## src/rtl/rasm_pkg.sv

```systemverilog
// Shared types and constants for the trigger/capture controller.
// Trigger source bit positions follow the enable vector layout {SPI, UART, ch[NUM_CH-1:0]}.
package rasm_pkg;

  typedef enum logic [2:0] {
    ST_IDLE  = 3'd0,
    ST_FILL  = 3'd1,
    ST_ARMED = 3'd2,
    ST_POST  = 3'd3,
    ST_DONE  = 3'd4
  } cap_state_t;

  localparam int ADDR_W_DEF = 9;
  localparam int NUM_CH_DEF = 5;
  localparam int DEPTH      = 2 ** ADDR_W_DEF;
  localparam int TRIG_UART  = NUM_CH_DEF;
  localparam int TRIG_SPI   = NUM_CH_DEF + 1;

endpackage

```

## src/rtl/trig_src_combine.sv

```systemverilog
// Masks trigger sources with their enables and ORs them into one hit.
// Holds a pending flag so a pulse landing between sample strobes is not lost.
module trig_src_combine
  import rasm_pkg::*;
#(
  parameter int NUM_CH = NUM_CH_DEF
) (
  input  logic              clk,
  input  logic              rst_n,
  input  logic              i_uart_trig,
  input  logic              i_spi_trig,
  input  logic [NUM_CH-1:0] i_ch_trig,
  input  logic [NUM_CH+1:0] i_src_en,
  input  logic              i_arm,
  input  logic              i_clr,
  output logic              o_hit,
  output logic              o_pend
);

  logic [NUM_CH+1:0] w_src;
  logic              r_pend;

  assign w_src = {i_spi_trig, i_uart_trig, i_ch_trig};
  assign o_hit = |(w_src & i_src_en);

  // Pending only accumulates while armed; any other state drops it.
  always_ff @(posedge clk or negedge rst_n) begin
    if (!rst_n) begin
      r_pend <= 1'b0;
    end else if (i_clr || !i_arm) begin
      r_pend <= 1'b0;
    end else if (o_hit) begin
      r_pend <= 1'b1;
    end
  end

  assign o_pend = r_pend;

endmodule

```

## src/rtl/trig_capture_ctrl.sv

```systemverilog
// Circular sample-RAM capture sequencer: pre-trigger fill, trigger arbitration, post-trigger count.
//   state    | meaning
//   ST_IDLE  | waiting for run
//   ST_FILL  | writing pre-trigger samples until fill count reaches pre
//   ST_ARMED | pre-trigger window full, wrapping writes, waiting for trigger
//   ST_POST  | trigger taken, writing tp_eff post-trigger samples
//   ST_DONE  | capture complete, writes stopped, flag sticky
module trig_capture_ctrl
  import rasm_pkg::*;
#(
  parameter int ADDR_W = ADDR_W_DEF,
  parameter int NUM_CH = NUM_CH_DEF
) (
  input  logic              clk,
  input  logic              rst_n,
  input  logic              i_run,
  input  logic              i_stop,
  input  logic              i_smpl_en,
  input  logic              i_uart_trig,
  input  logic              i_spi_trig,
  input  logic [NUM_CH-1:0] i_ch_trig,
  input  logic [NUM_CH+1:0] i_trig_src_en,
  input  logic [ADDR_W-1:0] i_trig_pos,
  input  logic              i_clr_done,
  output logic              o_we,
  output logic [ADDR_W-1:0] o_waddr,
  output logic              o_armed,
  output logic              o_triggered,
  output logic              o_capture_done,
  output logic [ADDR_W-1:0] o_trig_addr
);

  localparam logic [ADDR_W-1:0] ADDR_MAX = {ADDR_W{1'b1}};

  cap_state_t        r_state;
  cap_state_t        w_next;
  cap_state_t        w_start_state;
  logic [ADDR_W-1:0] r_waddr;
  logic [ADDR_W-1:0] r_smpl_cnt;
  logic [ADDR_W-1:0] r_post_cnt;
  logic [ADDR_W-1:0] r_tp_eff;
  logic [ADDR_W-1:0] r_trig_addr;
  logic              r_triggered;
  logic              r_armed;

  logic [ADDR_W-1:0] w_pre;
  logic [ADDR_W-1:0] w_pre_run;
  logic [ADDR_W-1:0] w_smpl_inc;
  logic [ADDR_W-1:0] w_post_inc;
  logic [ADDR_W-1:0] w_waddr_inc;
  logic              w_capturing;
  logic              w_run_ok;
  logic              w_hit;
  logic              w_pend;
  logic              w_accept;
  logic              w_we;

  // trig_pos is already ADDR_W bits, so min(trig_pos, DEPTH-1) is trig_pos itself.
  assign w_pre_run   = ADDR_MAX - i_trig_pos;
  assign w_pre       = ADDR_MAX - r_tp_eff;
  assign w_smpl_inc  = r_smpl_cnt + 1'b1;
  assign w_post_inc  = r_post_cnt + 1'b1;
  assign w_waddr_inc = r_waddr + 1'b1;

  assign w_capturing = (r_state == ST_FILL) || (r_state == ST_ARMED) || (r_state == ST_POST);
  assign w_run_ok    = i_run && ((r_state == ST_IDLE) || (r_state == ST_DONE));
  assign w_accept    = (r_state == ST_ARMED) && i_smpl_en && (w_pend || w_hit);
  assign w_we        = w_capturing && i_smpl_en;
  assign w_start_state = (w_pre_run == '0) ? ST_ARMED : ST_FILL;

  trig_src_combine #(
    .NUM_CH (NUM_CH)
  ) u_trig_src_combine (
    .clk         (clk),
    .rst_n       (rst_n),
    .i_uart_trig (i_uart_trig),
    .i_spi_trig  (i_spi_trig),
    .i_ch_trig   (i_ch_trig),
    .i_src_en    (i_trig_src_en),
    .i_arm       (r_state == ST_ARMED),
    .i_clr       (w_accept || i_stop),
    .o_hit       (w_hit),
    .o_pend      (w_pend)
  );

  always_ff @(posedge clk or negedge rst_n) begin
    if (!rst_n) begin
      r_state <= ST_IDLE;
    end else begin
      r_state <= w_next;
    end
  end

  always_comb begin
    w_next = r_state;
    unique case (r_state)
      ST_IDLE: begin
        if (i_run) w_next = w_start_state;
      end
      ST_FILL: begin
        if (i_smpl_en && (w_smpl_inc == w_pre)) w_next = ST_ARMED;
      end
      ST_ARMED: begin
        if (w_accept) w_next = (r_tp_eff == '0) ? ST_DONE : ST_POST;
      end
      ST_POST: begin
        if (i_smpl_en && (w_post_inc == r_tp_eff)) w_next = ST_DONE;
      end
      ST_DONE: begin
        if (i_run) begin
          w_next = w_start_state;
        end else if (i_clr_done) begin
          w_next = ST_IDLE;
        end
      end
      default: w_next = ST_IDLE;
    endcase
    if (i_stop) w_next = ST_IDLE;
  end

  always_ff @(posedge clk or negedge rst_n) begin
    if (!rst_n) begin
      r_waddr     <= '0;
      r_smpl_cnt  <= '0;
      r_post_cnt  <= '0;
      r_tp_eff    <= '0;
      r_trig_addr <= '0;
      r_triggered <= 1'b0;
      r_armed     <= 1'b0;
    end else if (i_stop) begin
      r_triggered <= 1'b0;
      r_armed     <= 1'b0;
    end else if (w_run_ok) begin
      r_waddr     <= '0;
      r_smpl_cnt  <= '0;
      r_post_cnt  <= '0;
      r_tp_eff    <= i_trig_pos;
      r_triggered <= 1'b0;
      r_armed     <= (w_pre_run == '0);
    end else begin
      if (w_we) r_waddr <= w_waddr_inc;
      if ((r_state == ST_FILL) && i_smpl_en) r_smpl_cnt <= w_smpl_inc;
      if ((r_state == ST_FILL) && (w_next == ST_ARMED)) r_armed <= 1'b1;
      if (w_accept) begin
        r_trig_addr <= w_waddr_inc;
        r_triggered <= 1'b1;
        r_post_cnt  <= '0;
      end
      if ((r_state == ST_POST) && i_smpl_en) r_post_cnt <= w_post_inc;
    end
  end

  assign o_we           = w_we;
  assign o_waddr        = r_waddr;
  assign o_armed        = r_armed;
  assign o_triggered    = r_triggered;
  assign o_capture_done = (r_state == ST_DONE);
  assign o_trig_addr    = r_trig_addr;

endmodule

```

## config.mk

```make
export PLATFORM = sky130hd
export DESIGN_NAME = trig_capture_ctrl
export DESIGN_NICKNAME = d
export VERILOG_FILES = /design/src/rtl/rasm_pkg.sv /design/src/rtl/trig_src_combine.sv /design/src/rtl/trig_capture_ctrl.sv
export SDC_FILE = /design/constraint.sdc
export NUM_CORES = 1
export LEC_CHECK = 0
export BUFFER_PORTS_ARGS = -buffer_cell sky130_fd_sc_hd__buf_2
export CORE_ASPECT_RATIO = 1.1
export CORE_MARGIN = 8
export CORE_UTILIZATION = 61
export CTS_CLUSTER_DIAMETER = 150
export DETAILED_ROUTE_END_ITERATION = 8
export GPL_TIMING_DRIVEN = 0
export PLACE_DENSITY_LB_ADDON = 0.3
export REMOVE_ABC_BUFFERS = 1
export SLEW_MARGIN = 5
export SYNTH_ARGS = -nofsm -noshare
export SYNTH_HDL_FRONTEND = slang
export SYNTH_SLANG_ARGS = --single-unit
```

## constraint.sdc

```tcl
create_clock -name clk -period 3.6 [get_ports clk]
set_clock_uncertainty 0.05 [all_clocks]
set_input_delay 0.72 -clock clk [delete_from_list [all_inputs] [get_ports clk]]
set_output_delay 0.72 -clock clk [all_outputs]
set_load 0.01 [all_outputs]
```

==> flow_metrics.py <==
metrics = {
    "route": {
        "via_per_inst": 6.10,
        "drc_errors": 0,
        "wl_per_cell_microns": 16.0,
        "drt_iter0_drc": 92,
        "routed_wl_mm": 7.04,
        "antenna_left": 0,
        "drtPass1Iterations": 4,
        "num_vias": 2686,
    },
    "die": {
        "die_w_microns": 84.0,
        "die_height_microns": 90.8,
        "die_area_sq_um": 7630,
        "boundaryPins": 51,
        "core_area_sq_um": 4970,
        "row_count": 27,
        "initial_core_util": 0.625,
    },
    "clocking": {
        "cts-root-buf": "clkbuf_8",
        "cts_resized": 0,
        "cts_num_sinks": 51,
        "cts_buffer_depth": 2,
        "clk_pin_slew_ps": 90,
        "cts_tree": "done",
        "cts_made_buffers": 5,
        "postCtsSetupBuffers": 0,
        "insertion_delay_ps": 300,
        "htree_levels": 2,
        "ctsHoldBuffers": 0,
    },
    "placed_design": {
        "hpwlAfterDp_mm": 5.19,
        "globalplace.congestion": 0.890,
        "portBuffers": 50,
    },
    "yosys": {
        "synth_area_sq_um": 3100,
        "synth-seq-cells": 51,
        "synth_warnings": 0,
        "ys_types": 60,
        "synth.avg_cell_area_sq_um": 9.10,
        "synthFlopType": "dfrtp_1",
        "ys_seq_area_frac": 0.411,
        "synthCells": 341,
        "async_reset_ff_frac": 1.00,
        "synth_edf_count": 0,
    },
    "worst_hold_path": {
        "min_from": "o_trig_addr[7]$_DFFE_PN0P_",
        "hold_class": "flop to flop",
    },
    "outcome": {
        "outcome": "finished clean",
    },
    "global_route": {
        "grt_pass1_wl_mm": 12.0,
        "grtUsageTotal": 0.185,
        "antenna_found_initial": 0,
        "grt_pass1_vias": 2651,
        "grt_max_degree": 52,
        "overflow": 0,
    },
    "critical_path": {
        "arrival_ps": 2510,
        "crit_fanout": 8,
        "r2r-start": "r_post_cnt[0]$_DFFE_PN0P_",
        "crit_slowest_cell": "dfrtp_1",
        "critPathMaxStageDelay_ps": 440,
        "crit_chain": "ha_1 > nand2_1 > or2_1 > o32ai_1 > o221ai_1 > nor4b_1 > o21a_1",
        "crit_path_end_kind": "flop",
        "worstSetupPathType": "flop to flop",
        "start_kind": "flop",
        "crit_path_start": "r_post_cnt[0]$_DFFE_PN0P_",
        "path_buf_inv": 0,
        "path_delay_family": "simple AND/OR/NAND/NOR gates",
        "cp.required_ps": 3800,
    },
    "final_layout": {
        "fin_util": 0.689,
        "drive_gt1_frac": 0.209,
        "nNetsFinal": 413,
        "diodes": 0,
        "area_growth_pct": 10.2,
    },
    "sta": {
        "rsz0062_at_grt": "false",
        "post-route-period-util": 0.644,
        "slew_headroom": 0.250,
        "worst_slew_pin_slew_ps": 1120,
        "fmax_ghz": 0.432,
        "setup-violations-final": 0,
        "finalSetupTns_ps": 0,
        "hold_violations": 0,
        "slew_violations": 0,
        "finalCriticalPeriod_ps": 2320,
    },
    "power": {
        "peakVddDrop_mv": 0.328,
        "p_per_area_nw_per_um2": 353,
        "p_leak_nw": 1.57,
        "p_total_mw": 1.21,
    },
    "flow_run": {
        "drv_cap": 0,
    },
}
-- cell usage after synthesis (4+ instances only) --
| cell | count | area (sq um) |
|---|---|---|
| nand2_1 | 38 | 143 |
| nand3_1 | 13 | 65.1 |
| o21ai_0 | 46 | 230 |
| xor2_1 | 12 | 105 |
| a21oi_1 | 8 | 40.0 |
| dfrtp_1 | 51 | 1280 |
| mux2_2 | 10 | 113 |
| nor3b_1 | 5 | 37.5 |
| nor3_1 | 4 | 20.0 |
| nand2b_1 | 8 | 50.1 |
| nor2b_1 | 5 | 31.3 |
| nor2_1 | 24 | 90.1 |
| xnor2_1 | 14 | 123 |
| inv_1 | 4 | 15.0 |
| o41ai_1 | 4 | 35.0 |
| buf_2 | 7 | 35.0 |
| clkbuf_1 | 5 | 18.8 |
| o31ai_1 | 9 | 67.6 |
| o22ai_1 | 5 | 31.3 |
| and3_1 | 9 | 56.3 |
-- layer usage --
layer / vias up / GRT usage / share of wire
met3: 9 / 0.0487 / 0.053
li1: 1324 / - / -
met5: - / 0 / 0
met4: 0 / 0.0548 / 0.014
met1: 1287 / 0.215 / 0.44
met2: 66 / 0.323 / 0.49
-- metrics by stage --
stage | worst slack, ps | cell area, sq um | cells | hold WS, ps
final | 1280 | 3420 | 440 | 430
after global routing | 1090 | 3420 | 440 | 469
after CTS | 1290 | 3420 | 440 | 435
after detailed placement | 1040 | 3340 | 432 | 416
after global placement | 347 | 3320 | 431 | 407
after floorplan | 1200 | 3000 | 323 | 374
-- area by class of cell --
type,count,area (sq um)
Clock inverter,3,15.0
Inverter,4,15.0
Sequential cell,51,1280
Clock buffer,5,68.8
Fill cell,418,1550
Timing Repair Buffer,51,258
Multi-Input combinational cell,268,1710
Tap cell,58,72.6
-- state kept, by name (all words and copies together), names as in the netlist --
| name | flops |
|---|---|
| r_smpl_cnt | 9 |
| r_state | 3 |
| r_tp_eff | 9 |
| r_post_cnt | 9 |
| o_armed | 1 |
| u_trig_src_combine.o_pend | 1 |
| o_trig_addr | 9 |
| o_triggered | 1 |
| o_waddr | 9 |
-- worst register-to-register path: stages, from the launching register on --
cell,delay (ps)
dfrtp_1,440
ha_1,380
nand2_1,110
or2_1,280
o32ai_1,290
o221ai_1,190
nor4b_1,380
o21a_1,150
-- logic make-up after synthesis --
| family | synth area share |
|---|---|
| flip-flops | 0.411 |
| XOR/XNOR | 0.0786 |
| AND/OR/NAND/NOR | 0.228 |
| AO/OA/AOI/OAI | 0.192 |
| multiplexers | 0.0395 |
| buffers and inverters | 0.0383 |
| adder cells (fa/ha/maj) | 0.0121 |
-- where the power goes --
group | internal, mW | total (mW) | switching [mW]
clock | 0.134 | 0.324 | 0.191
sequential | 0.604 | 0.666 | 0.0618
combinational | 0.104 | 0.219 | 0.114
-- path summary, 6_finish.rpt --
check                                              to  slack, ps  cells after the start
min reg2reg                o_trig_addr[7]$_DFFE_PN0P_        430                      2
max                              r_state[2]$_DFF_PN0_       1280                      7
max reg2reg                      r_state[2]$_DFF_PN0_       1280                      7
max in group asynchronous   r_post_cnt[6]$_DFFE_PN0P_       2240                      1
min in group asynchronous  o_trig_addr[6]$_DFFE_PN0P_        570                      1
min                        o_trig_addr[7]$_DFFE_PN0P_        430                      2
-- cell usage in the layout, fill, tap and decap left out, types with 2 or more instances in the layout --
master,netlist,layout
nand3_1,13,13
a22oi_1,3,3
a31oi_1,2,2
o21ai_0,46,46
o221ai_1,2,2
o41ai_1,4,4
nand4_1,2,2
ha_1,3,3
nor3b_1,5,4
a21oi_1,8,8
and2_1,2,2
nand2b_1,8,8
nand3b_1,2,2
nor2b_1,5,5
xor2_1,12,12
and3_1,9,9
nor3_1,4,4
nor4_1,3,3
inv_1,4,4
o22ai_1,5,5
or3_1,2,2
mux2_2,10,10
and3b_1,2,2
a32o_1,2,2
nor2_1,24,24
dfrtp_1,51,51
clkbuf_8,0,5
buf_2,7,50
xnor2_1,14,14
clkinv_2,0,3
o31ai_1,9,9
nand2_1,38,38
a21o_1,2,2
o211ai_1,3,3
No activity file was read; power rests on OpenSTA's default activity.
